===== config.mk =====
export PLATFORM = sky130hd
export DESIGN_NAME = connect_box_staged
export DESIGN_NICKNAME = d
export VERILOG_FILES = /design/src/rtl/connect_box_staged.sv
export SDC_FILE = /design/constraint.sdc
export NUM_CORES = 1
export LEC_CHECK = 0
export ABC_AREA = 1
export BUFFER_PORTS_ARGS = -buffer_cell sky130_fd_sc_hd__buf_4
export CAP_MARGIN = 20
export CORE_MARGIN = 2
export CORE_UTILIZATION = 44
export CTS_CLUSTER_DIAMETER = 60
export DETAILED_ROUTE_END_ITERATION = 8
export GPL_ROUTABILITY_DRIVEN = 0
export GPL_TIMING_DRIVEN = 0
export PLACE_DENSITY = 0.81
export SETUP_SLACK_MARGIN = 0.3
export SYNTH_ARGS = -nofsm -noshare
export SYNTH_HDL_FRONTEND = slang
export SYNTH_SLANG_ARGS = --single-unit

===== constraint.sdc =====
create_clock -name clk -period 2.35 [get_ports clk]
set_input_delay 0.1175 -clock clk [delete_from_list [all_inputs] [get_ports clk]]
set_output_delay 0.1175 -clock clk [all_outputs]
set_load 0.01 [all_outputs]

===== src/rtl/connect_box_staged.sv =====
// rtl/connect_box_staged.sv - connection box with shadow/active config, deferred commit,
// optional stallable output register and sticky illegal-select status.
module connect_box_staged #(
  parameter int                      WIDTH               = 16,
  parameter int                      NUM_TRACKS          = 8,
  parameter logic [NUM_TRACKS-1:0]   FEEDTHROUGH_OUTPUTS = '1,
  parameter int                      HAS_CONSTANT        = 1,
  parameter logic [WIDTH-1:0]        DEFAULT_VALUE       = '0,
  parameter int                      PIPELINE            = 1
) (
  input  logic                        clk,
  input  logic                        reset,
  input  logic [31:0]                 config_addr,
  input  logic [31:0]                 config_data,
  input  logic                        config_en,
  input  logic                        stall,
  input  logic [NUM_TRACKS*WIDTH-1:0] in_tracks,
  output logic [31:0]                 read_data,
  output logic [WIDTH-1:0]            out
);

  localparam int   SEL_W    = $clog2(NUM_TRACKS);
  localparam logic CONST_OK = (HAS_CONSTANT != 0);
  localparam logic PIPE_OK  = (PIPELINE != 0);

  typedef struct packed {
    logic [SEL_W-1:0] sel;
    logic             const_en;
    logic             out_reg_en;
    logic [WIDTH-1:0] cval;
  } cfg_t;

  localparam cfg_t CFG_RESET = '{sel: '0, const_en: 1'b0, out_reg_en: PIPE_OK, cval: DEFAULT_VALUE};

  cfg_t             shadow_q, shadow_d;
  cfg_t             active_q, active_d;
  logic             pending_q, pending_d;
  logic             defer_q, defer_d;
  logic             illegal_q, illegal_d;
  logic [WIDTH-1:0] out_reg_q, out_reg_d;

  logic [3:0] addr;
  logic       wr_sel, wr_const, wr_commit, wr_status;
  logic       do_commit;

  assign addr      = config_addr[3:0];
  assign wr_sel    = config_en && (addr == 4'd0);
  assign wr_const  = config_en && (addr == 4'd1);
  assign wr_commit = config_en && (addr == 4'd2);
  assign wr_status = config_en && (addr == 4'd3);
  // A commit requested under stall waits in defer_q for the first unstalled edge.
  assign do_commit = !stall && (wr_commit || defer_q);

  logic             track_ok;
  logic [WIDTH-1:0] track_data;
  logic [WIDTH-1:0] mux_val;
  logic             act_illegal;

  // Loop compare keeps out-of-range selects (sel >= NUM_TRACKS) from indexing past the bus.
  always_comb begin
    track_ok   = 1'b0;
    track_data = '0;
    for (int i = 0; i < NUM_TRACKS; i++) begin
      if (active_q.sel == SEL_W'(i)) begin
        track_ok   = FEEDTHROUGH_OUTPUTS[i];
        track_data = in_tracks[i*WIDTH +: WIDTH];
      end
    end
    act_illegal = !active_q.const_en && !track_ok;
    if (active_q.const_en) begin
      mux_val = active_q.cval;
    end else if (!track_ok) begin
      mux_val = '0;
    end else begin
      mux_val = track_data;
    end
  end

  always_comb begin
    shadow_d  = shadow_q;
    active_d  = active_q;
    pending_d = pending_q;
    defer_d   = defer_q;
    illegal_d = illegal_q;
    out_reg_d = out_reg_q;

    if (wr_sel) begin
      shadow_d.sel        = config_data[SEL_W-1:0];
      shadow_d.const_en   = config_data[8] & CONST_OK;
      shadow_d.out_reg_en = config_data[9] & PIPE_OK;
    end
    if (wr_const) begin
      shadow_d.cval = config_data[WIDTH-1:0];
    end

    // The copy takes the shadow as it stood before this edge; a same-edge write stays pending.
    if (do_commit) begin
      active_d  = shadow_q;
      defer_d   = 1'b0;
      pending_d = 1'b0;
    end else if (wr_commit) begin
      defer_d   = 1'b1;
      pending_d = 1'b1;
    end
    if (wr_sel || wr_const) begin
      pending_d = 1'b1;
    end

    if (wr_status && config_data[1]) begin
      illegal_d = 1'b0;
    end
    if (act_illegal) begin
      illegal_d = 1'b1;
    end

    if (active_q.out_reg_en && !stall) begin
      out_reg_d = mux_val;
    end
  end

  always_ff @(posedge clk or negedge reset) begin
    if (!reset) begin
      shadow_q  <= CFG_RESET;
      active_q  <= CFG_RESET;
      pending_q <= 1'b0;
      defer_q   <= 1'b0;
      illegal_q <= 1'b0;
      out_reg_q <= '0;
    end else begin
      shadow_q  <= shadow_d;
      active_q  <= active_d;
      pending_q <= pending_d;
      defer_q   <= defer_d;
      illegal_q <= illegal_d;
      out_reg_q <= out_reg_d;
    end
  end

  assign out = active_q.out_reg_en ? out_reg_q : mux_val;

  function automatic logic [31:0] pack_sel(input cfg_t c);
    logic [31:0] r;
    r              = '0;
    r[SEL_W-1:0]   = c.sel;
    r[8]           = c.const_en;
    r[9]           = c.out_reg_en;
    return r;
  endfunction

  always_comb begin
    read_data = '0;
    case (addr)
      4'd0:    read_data = pack_sel(shadow_q);
      4'd1:    read_data = 32'(shadow_q.cval);
      4'd2:    read_data = pack_sel(active_q);
      4'd3:    read_data = {30'b0, illegal_q, pending_q};
      default: read_data = '0;
    endcase
  end

  logic unused_cfg_bits;
  assign unused_cfg_bits = &{1'b0, config_addr[31:4], config_data};

endmodule

=== Word level (Yosys, flattened, before mapping) ===
Index checks and enable logic that the tools add are counted.

* Equal/unequal tests: 10
* Muxes and demuxes: 25
* Reductions and logical operators: 18

{| class="wikitable"
|+ Operator list
! cell !! count
|-
| 2-to-1 mux 16 bit || 11
|-
| case mux 16 bit (4 select lines) || 1
|-
| 2-to-1 mux 1 bit || 13
|-
| == test 3 bit (second input constant) || 4
|-
| == test 4 x 2 -> 1 bit (second input constant) || 2
|-
| logical AND 1 bit || 8
|-
| == test 3 x 2 -> 1 bit (second input constant) || 2
|-
| == test 4 x 1 -> 1 bit (second input constant) || 1
|-
| logical NOT 4 bit || 1
|-
| nonzero test 2 bit || 2
|-
| == test 3 x 1 -> 1 bit (second input constant) || 1
|-
| logical NOT 1 bit || 3
|-
| logical NOT 3 bit || 1
|-
| nonzero test 3 bit || 1
|-
| logical OR 1 bit || 2
|}

* Register bits: 61
* Input port bits: 196
* Output and inout bits: 48

=== Longest topological paths before layout ===
Gate-level depths: netlist of run 1.

* Word-level depth: 12
* Gate-level depth with buffers: 13
* Depth with buffers taken out: 12

=== Worst setup path before layout of run 1 ===
No wires, ideal clock.

* Path kind: register to output
* Start point: register active_q[18] in the netlist's numbering
* End point: output out[11]
* Arrival: 1.545 ns
* Data required time: 2.233 ns
* Path slack: 0.688 ns
* Cell stages (with the launch flop): 11
* Buffers on the path: 1
* Cell sequence: dfrtp_1 > inv_2 > nand3_1 > inv_2 > clkbuf_1 > a21oi_1 > nand4_1 > nand2_1 > nand2_1 > nand2_1 > nand2_1

* Longest elaborated chain between the ends: 12
* Elaborated cells between the ends (all ways): 27

{| class="wikitable"
|+ Ends and longest elaborated chain
! element !! RTL line !! source
|-
| start: declaration || 36 || <nowiki>cfg_t active_q, active_d;</nowiki>
|-
| start signal: assignment || 131 || <nowiki>active_q <= active_d;</nowiki>
|-
| logical NOT 3 bit || 64 || <nowiki>if (active_q.sel == SEL_W'(i)) begin</nowiki>
|-
| 2-to-1 mux 16 bit / 2-to-1 mux 1 bit (equally long branches) (8 in a row) || 64 ||
|-
| 2-to-1 mux 16 bit (*) || 72 || <nowiki>end else if (!track_ok) begin</nowiki>
|-
| 2-to-1 mux 16 bit (*) || 70 || <nowiki>if (active_q.const_en) begin</nowiki>
|-
| 2-to-1 mux 16 bit (*) || 139 || <nowiki>assign out = active_q.out_reg_en ? out_reg_q : mux_val;</nowiki>
|-
| end: declaration || 19 || <nowiki>output logic [WIDTH-1:0] out</nowiki>
|}

Mark *: on every way between the ends. The rest lies on a longest branch, timed or not.

=== Worst setup path in the final report of run 1 ===
* Start point: register active_q[19] in the netlist's numbering
* End point: output out[10]

The elaborated chain is that of the path after synthesis.

==> impl_results.md, run 1 <==
* Mean area per synthesized cell at about 6.2 sq um
* Critical Path Fanout Max at 7
* F_max at 0.4520 GHz
* Synth Cell Area at 4088 sq um
* Most common cell after layout, fill and taps aside: nand2_1
* Antenna violations before repair at 0
* CP Data Required Time at about 2.2 ns
* Type of element launching the critical path: register
* DR WL/cell at between 10 and 15 microns
* Top Family by Delay on Critical Path: simple AND/OR/NAND/NOR gates
* Synthesized-area fraction occupied by adder cells at 0%
* Post-Synth Simple-Gate Area at between 40% and 50%
* Clock Tree Root: clkbuf_8
* Final antenna diode count at 0
* Final routed DRC violation total at 0
* Fraction of the mapped netlist area in compound gates at ~8.6%
* Xor-xnor portion of the synthesized cell area at 0%
* Gate count of the mapped netlist at 656
* Vias per cell at ~5
* Cell with the most instances on the worst path: nand2_1
* Critical Path Sink Type: output pin
* Largest family of logic cells by synthesized area: simple AND/OR/NAND/NOR gates
* Buffers on Ports at approximately 180
* Count of cell types in the netlist at 24
* Worst hold-check path type: in -> reg
* Share of synthesized area spent on multiplexers at less than 1%
* Total I/O pin count at 244
* RSZ-0062 raised after global routing: true
* Critical path's largest stage delay at ~0.38 ns
* Placement row count at 35
* YS warnings at 0
* Maximum buffer depth of the clock tree at 2
* Max-cap violations at 0
* Worst Setup Slack post-DPL at around 0.17 ns
* Clk slew on worst S/H paths at about 0.060 ns
* Fraction of the yosys area taken by sequential cells at 37.40%
* Overall Global Routing Usage at ~27%
* Number of nets with antenna violations after detailed routing at 0
* Slew Viols, Final at 0
* Layout Area Growth over Synthesis at 55.13%
* CORE AREA at 9109 sq um
* Final Instance Count excl. Fillers at a little over 1000
* Crit Path Class: reg -> out
* Startpoint of the lowest-slack hold path: config_data[6]
* Final-layout setup total negative slack at 0 ns
* Via count at between 4000 and 5000
* Via count of the first global-routing pass at between 4000 and 5000
* Power density over cell area at ~850 nW/um^2
* Global-route wire length before repair at between 20000 and 25000 microns
* Largest net degree at the start of global routing at 62
* Tmin final at about 2.2 ns
* Final worst-path cycle share at 94.14%
* Max-slew headroom at the worst pin at about 50%
* Fill cell count at a little under 800
* # setup viols final at 0
* Total number of clock tree sinks at 61
* Count of routing violations after the opening detailed-route iteration at between 200 and 300
* Count of buffer and inverter cells on the critical path at 4
* Clock latency at the later pin of the worst-skew pair at 0.33 ns
* Post-layout net count at between 1000 and 1500
* H-Tree Level Count at 3
* Placed Cells incl. Taps at between 900 and 1000
* Effective utilization at floorplan at between 40 and 50%
* R2r startpoint: active_q[19]
* Post-Route Hold Slack at about 0.040 ns
* Number of detailed-routing iterations run before antenna repair at 5
* Post-detail-place hpwl at roughly 11000 microns
* Cell-by-cell listing of the critical path: buf_6 > buf_12 > nor3_4 > buf_6 > nand2_1 > nand2_1 > nand2_1 > nand2_1 > nand2_2 > nand2_1 > nand2_1 > buf_4
* Inserted Clock Buffers at 9
* Final worst-path setup slack at between 0.1 and 0.15 ns
* Final WL at 14040 microns
* Ratio of cells with drive above 1 in the final layout at between 30% and 40%
* Chip height at between 100 and 150 microns
* Clock tree from TritonCTS: yes
* Worst Max-Slew Pin Slew at between 0.7 and 0.8 ns
* Total gr overflow at 0
* Run status: finished clean
* Static Leakage at 3.587 nW
* Worst IR drop on VDD at between 0.0006 and 0.0007 V
* Largest clock skew in the final design at roughly 0.0080 ns
* Most frequent cells in the layout: nand2_1, buf_4, nor2_1
* CP startpoint: active_q[19]
* Die Wd at approximately 100 microns
* Slowest library cell on the worst path: dfrtp_1
* Die area at 10080 sq um
* Fin. Hold Viols at 0
* Synthesized flop and latch total at 61
* Data arrival at the endpoint of the critical path at about 2.1 ns
## kinds of logic (layout without fill, tap and decap cells)
family | after synthesis | in the layout
mux | 3 | 3
simple gates | 414 | 414
flops | 61 | 61
compound gates | 67 | 67
buf+inv | 110 | 336
other cells | 1 | 16
## worst min-delay path: cells and delay by family
kind            cells  cell delay, ns
compound gates      1            0.10
buf+inv             1            0.08
simple gates        1            0.03
## area by class of cell
cell class | instances | area [sq um] | share of cell area, %
clock buffer | 14 | 172.7 | 2.723
tap | 111 | 138.9 | 2.190
timing repair buffer | 210 | 1649 | 26.01
sequential | 61 | 1530 | 24.13
multi-input combinational | 500 | 2261 | 35.66
inverter | 66 | 267.8 | 4.223
buffer | 44 | 309.0 | 4.874
clock inverter | 1 | 5.005 | 0.07893
timing repair inverter | 1 | 7.507 | 0.1184
## per-layer routing
layer | up-vias | global-route usage (%) | part of all wire [%] | routed length, microns
li1 | 2465 | - | - | -
met1 | 2252 | 30.90 | 38 | 5386
met2 | 219 | 51.01 | 52 | 7355
met3 | 26 | 4.875 | 7.1 | 1003
met4 | 0 | 9.168 | 2.1 | 296
met5 | - | 0 | 0 | 0
## what timing repair did
action,in CTS,in global routing
hold buffers,1,0
pin swaps,26,22
gates resized for setup,54,34
hold endpoints to repair,59,0
setup endpoints to repair,26,20
cloned,2,0
setup buffers,20,5
## sequential cells by signal (all words and copies together), names as in the netlist
register,flops
illegal_q,1
out_reg_q,16
active_q,21
shadow_q,21
pending_q,1
defer_q,1
## report_power, final
group	internal, mW	switching, mW	total, mW
Clock	0.463	0.368	0.831
Combinational	1.35	1.65	3.00
Sequential	1.38	0.185	1.56
Total	3.19	2.20	5.39
## metrics by stage
stage	total power [mW]	instance area (sq um)	util, %
after global placement	3.897	5657	62.10
after floorplan	3.020	4144	-
after detailed placement	3.984	5657	62.10
after global routing	5.822	6341	69.62
final	5.389	6341	69.62
after CTS	5.202	6205	68.12
## synthesized netlist by cell type
master	number	area, sq um
buf_1	1	3.750
conb_1	1	3.750
o21ai_1	5	25.02
or2_2	6	37.54
nand3_1	21	105.1
nor3_4	3	48.80
o22ai_1	2	12.51
mux2_2	3	33.78
a21oi_1	31	155.2
dfstp_2	2	52.55
o21ai_0	25	125.1
inv_2	8	30.03
nor3_1	1	5.000
o31ai_1	1	7.510
nor2_1	91	341.6
clkbuf_1	18	67.56
nor3_2	3	30.03
o221ai_1	3	26.28
buf_2	9	45.04
nand2_1	276	1036
buf_4	16	120.1
dfrtp_1	59	1476
nand4_1	13	81.33
inv_1	58	217.7
## path summary, 6_finish.rpt
kind	depth (start not counted)	slack, ns	endpoint
max in group asynchronous	2	1.41	active_q[18]
worst min-delay path	3	0.04	shadow_q[6]
worst max-delay path	12	0.14	out[10]
min in group asynchronous	2	0.40	out_reg_q[14]
worst min register to register	2	0.48	illegal_q
worst max register to register	16	0.34	out_reg_q[7]
(Power assumes the default switching activity.)
==> inputs of run 2 (changes only) <==
Settings changed: CORE_UTILIZATION 44 to 48, PLACE_DENSITY 0.81 to 0.84.
Clock period 2.35 ns to 2.6 ns, I/O delays scaled along.
==> impl_results.md, run 2 (synthesis results as in run 1) <==
* Worst reg2reg path depth at 7 (was 16)
* Number of detailed-routing iterations run before antenna repair at 5 (unchanged)
* DR WL/cell at 14.05 microns (was 13.93 microns)
* Total number of clock tree sinks at 61 (unchanged)
* Post-layout net count at 1075 (was 1089)
* Antenna violations before repair at 0 (unchanged)
* Worst IR drop on VDD at 0.0004408 V (was 0.0006613 V)
* # setup viols final at 0 (unchanged)
* Clk slew on worst S/H paths at 0.07 ns (was 0.06 ns)
* Largest clock skew in the final design at 0.006274 ns (was 0.008029 ns)
* Placement row count at 33 (was 35)
* Power density over cell area at 758.4 nW/um^2 (was 849.9 nW/um^2)
* Type of element launching the critical path: register (unchanged)
* Run status: finished clean (unchanged)
* Total gr overflow at 0 (unchanged)
* Data arrival at the endpoint of the critical path at 2.12 ns (was 2.09 ns)
* Most common cell after layout, fill and taps aside: nand2_1 (unchanged)
* Tmin final at about 2.2 ns
* Effective utilization at floorplan at 49.75% (was 44.88%)
* Endpoint of the most critical setup path: out[4] (was out[10])
* CP Data Required Time at 2.47 ns (was 2.23 ns)
* Final routed DRC violation total at 0 (unchanged)
* Critical Path Fanout Max at 10 (was 7)
* Buffers on Ports at 183 (unchanged)
* Worst R2R End: out_reg_q[6] (was out_reg_q[7])
* Vias per cell at 4.883 (was 4.923)
* Total I/O pin count at 244 (unchanged)
* Crit Path Class: reg -> out (unchanged)
* Post-detail-place hpwl at 10800 microns (about the same)
* Inserted Clock Buffers at 9 (unchanged)
* Count of routing violations after the opening detailed-route iteration at 251 (was 299)
* Clock Tree Root: clkbuf_8 (unchanged)
* Ratio of cells with drive above 1 in the final layout at 31.45% (was 34.89%)
* Number of nets with antenna violations after detailed routing at 0 (unchanged)
* Fin. Hold Viols at 0 (unchanged)
* Reg2reg setup slack at 0.64 ns (was 0.34 ns)
* Die Wd at 96.28 microns (was 100.4 microns)
* Global-route wire length before repair at 20820 microns (was 21850 microns)
* Static Leakage at 3.467 nW (was 3.587 nW)
* Final worst-path setup slack at 0.3519 ns (was 0.1377 ns)
* RSZ-0062 raised after global routing: true (unchanged)
* Maximum buffer depth of the clock tree at 2 (unchanged)
* Via count of the first global-routing pass at 4511 (was 4747)
* Registers with the most flip-flops: active_q x21, shadow_q x21, out_reg_q x16 (unchanged)
* H-Tree Level Count at 3 (unchanged)
* Final antenna diode count at 0 (unchanged)
* Max-slew headroom at the worst pin at 49.60% (was 49.88%)
* Largest net degree at the start of global routing at 62 (unchanged)
* Clock tree from TritonCTS: yes (unchanged)
* Layout Area Growth over Synthesis at 48.70% (was 55.13%)
* CORE AREA at 8217 sq um (was 9109 sq um)
* Overall Global Routing Usage at 29.23% (was 27.19%)
* F_max at around 0.44 GHz
* Worst Max-Slew Pin Slew at 0.7561 ns (was 0.7518 ns)
* Die area at 9270 sq um (was 10080 sq um)
* Final worst-path cycle share at 86.46%
* Clock latency at the later pin of the worst-skew pair at 0.34 ns (was 0.33 ns)
* Max-cap violations at 0 (unchanged)
* CP startpoint: active_q[19] (unchanged)
* Final-layout setup total negative slack at 0 ns (unchanged)
* Via count at 4829 (was 4962)
* Chip height at 96.28 microns (was 100.4 microns)
* Slew Viols, Final at 0 (unchanged)
* Final WL at 13890 microns (was 14040 microns)
* Critical Path Sink Type: output pin (unchanged)
* Worst hold-check path type: in -> reg (unchanged)
* Worst Setup Slack post-DPL at 0.4565 ns (was 0.1746 ns)
* Most frequent cells in the layout: nand2_1, buf_4, nor2_1 (unchanged)
* R2r startpoint: active_q[16] (was active_q[19])
## run 2: changes by cell type in the layout (fill, tap and decap cells not counted), moves of 2 or more
cell / change
nor2_1: +6
clkbuf_2: -2
nand2_1: +9
buf_2: +2
nand2_2: -8
nand3_2: -2
clkbuf_1: +4
buf_6: -10
nand3_1: +2
clkbuf_8: -4
nor2_2: -5
buf_4: -3
clkbuf_4: +2
## run 2: worst min-delay path by stage
stage                               start           end  slack (ns)  depth (start not counted)
after floorplan                     reset   active_q[0]       -0.17                          0
after global routing      config_data[12]  shadow_q[12]        0.05                          3
after detailed placement            reset  shadow_q[12]        0.25                          1
after global placement              reset  shadow_q[14]        0.24                          1
final                      config_data[5]   shadow_q[5]        0.04                          3
after CTS                  config_data[5]   shadow_q[5]        0.03                          3
## run 2: worst max-delay path, cell delays in order, from the launching register on
cell,delay [ns]
dfrtp_1,0.37
buf_6,0.15
nor2_2,0.11
nand2_1,0.09
buf_2,0.18
or2_2,0.28
nand2_1,0.07
nand3_1,0.07
nand2_1,0.09
nand2_1,0.07
nand2_1,0.06
nand2_1,0.08
buf_4,0.15
## run 2: layer usage
| layer | GRT usage [%] | share of wire [%] | up-vias |
|---|---|---|---|
| li1 | - | - | 2438 |
| met1 | 33.38 | 38 | 2144 |
| met2 | 52.08 | 50 | 210 |
| met4 | 12.38 | 3.3 | 0 |
| met5 | 0 | 0 | - |
| met3 | 6.735 | 8.8 | 37 |
## run 2: what timing repair did
action,in CTS,in global routing
pin swaps,4,10
buffers inserted,5,8
endpoints found under the setup margin,16,19
endpoints found under the hold margin,59,0
gates resized for setup,12,38
hold buffers,1,0
## run 2: where the power goes
part / switching, mW / internal (mW) / leakage, nW
Clock: 0.350 / 0.398 / 0.0877
Sequential: 0.166 / 1.24 / 0.738
Combinational: 1.40 / 1.06 / 2.64
Total: 1.91 / 2.70 / 3.47
## run 2: area by class of cell
class | instances | area (sq um)
Tap cell | 105 | 131.4
Clock buffer | 15 | 166.4
Buffer | 44 | 275.3
Sequential cell | 61 | 1530
Inverter | 66 | 257.7
Clock inverter | 1 | 5.005
Multi-Input combinational cell | 500 | 2203
Fill cell | 658 | 2138
Timing Repair Buffer | 197 | 1509
## run 2: stage by stage
step                      hold WS (ns)  power (mW)  std cells  util, %  cell area [sq um]
final                          0.03532       4.610        989    73.98               6078
after global routing           0.04568       4.954        989    73.98               6078
after CTS                      0.03396       4.379        981    71.91               5908
after detailed placement        0.2481       3.574        959    68.75               5649
after global placement          0.2378       3.491        959    68.75               5649
after floorplan                -0.1656       2.729        671        -               4144
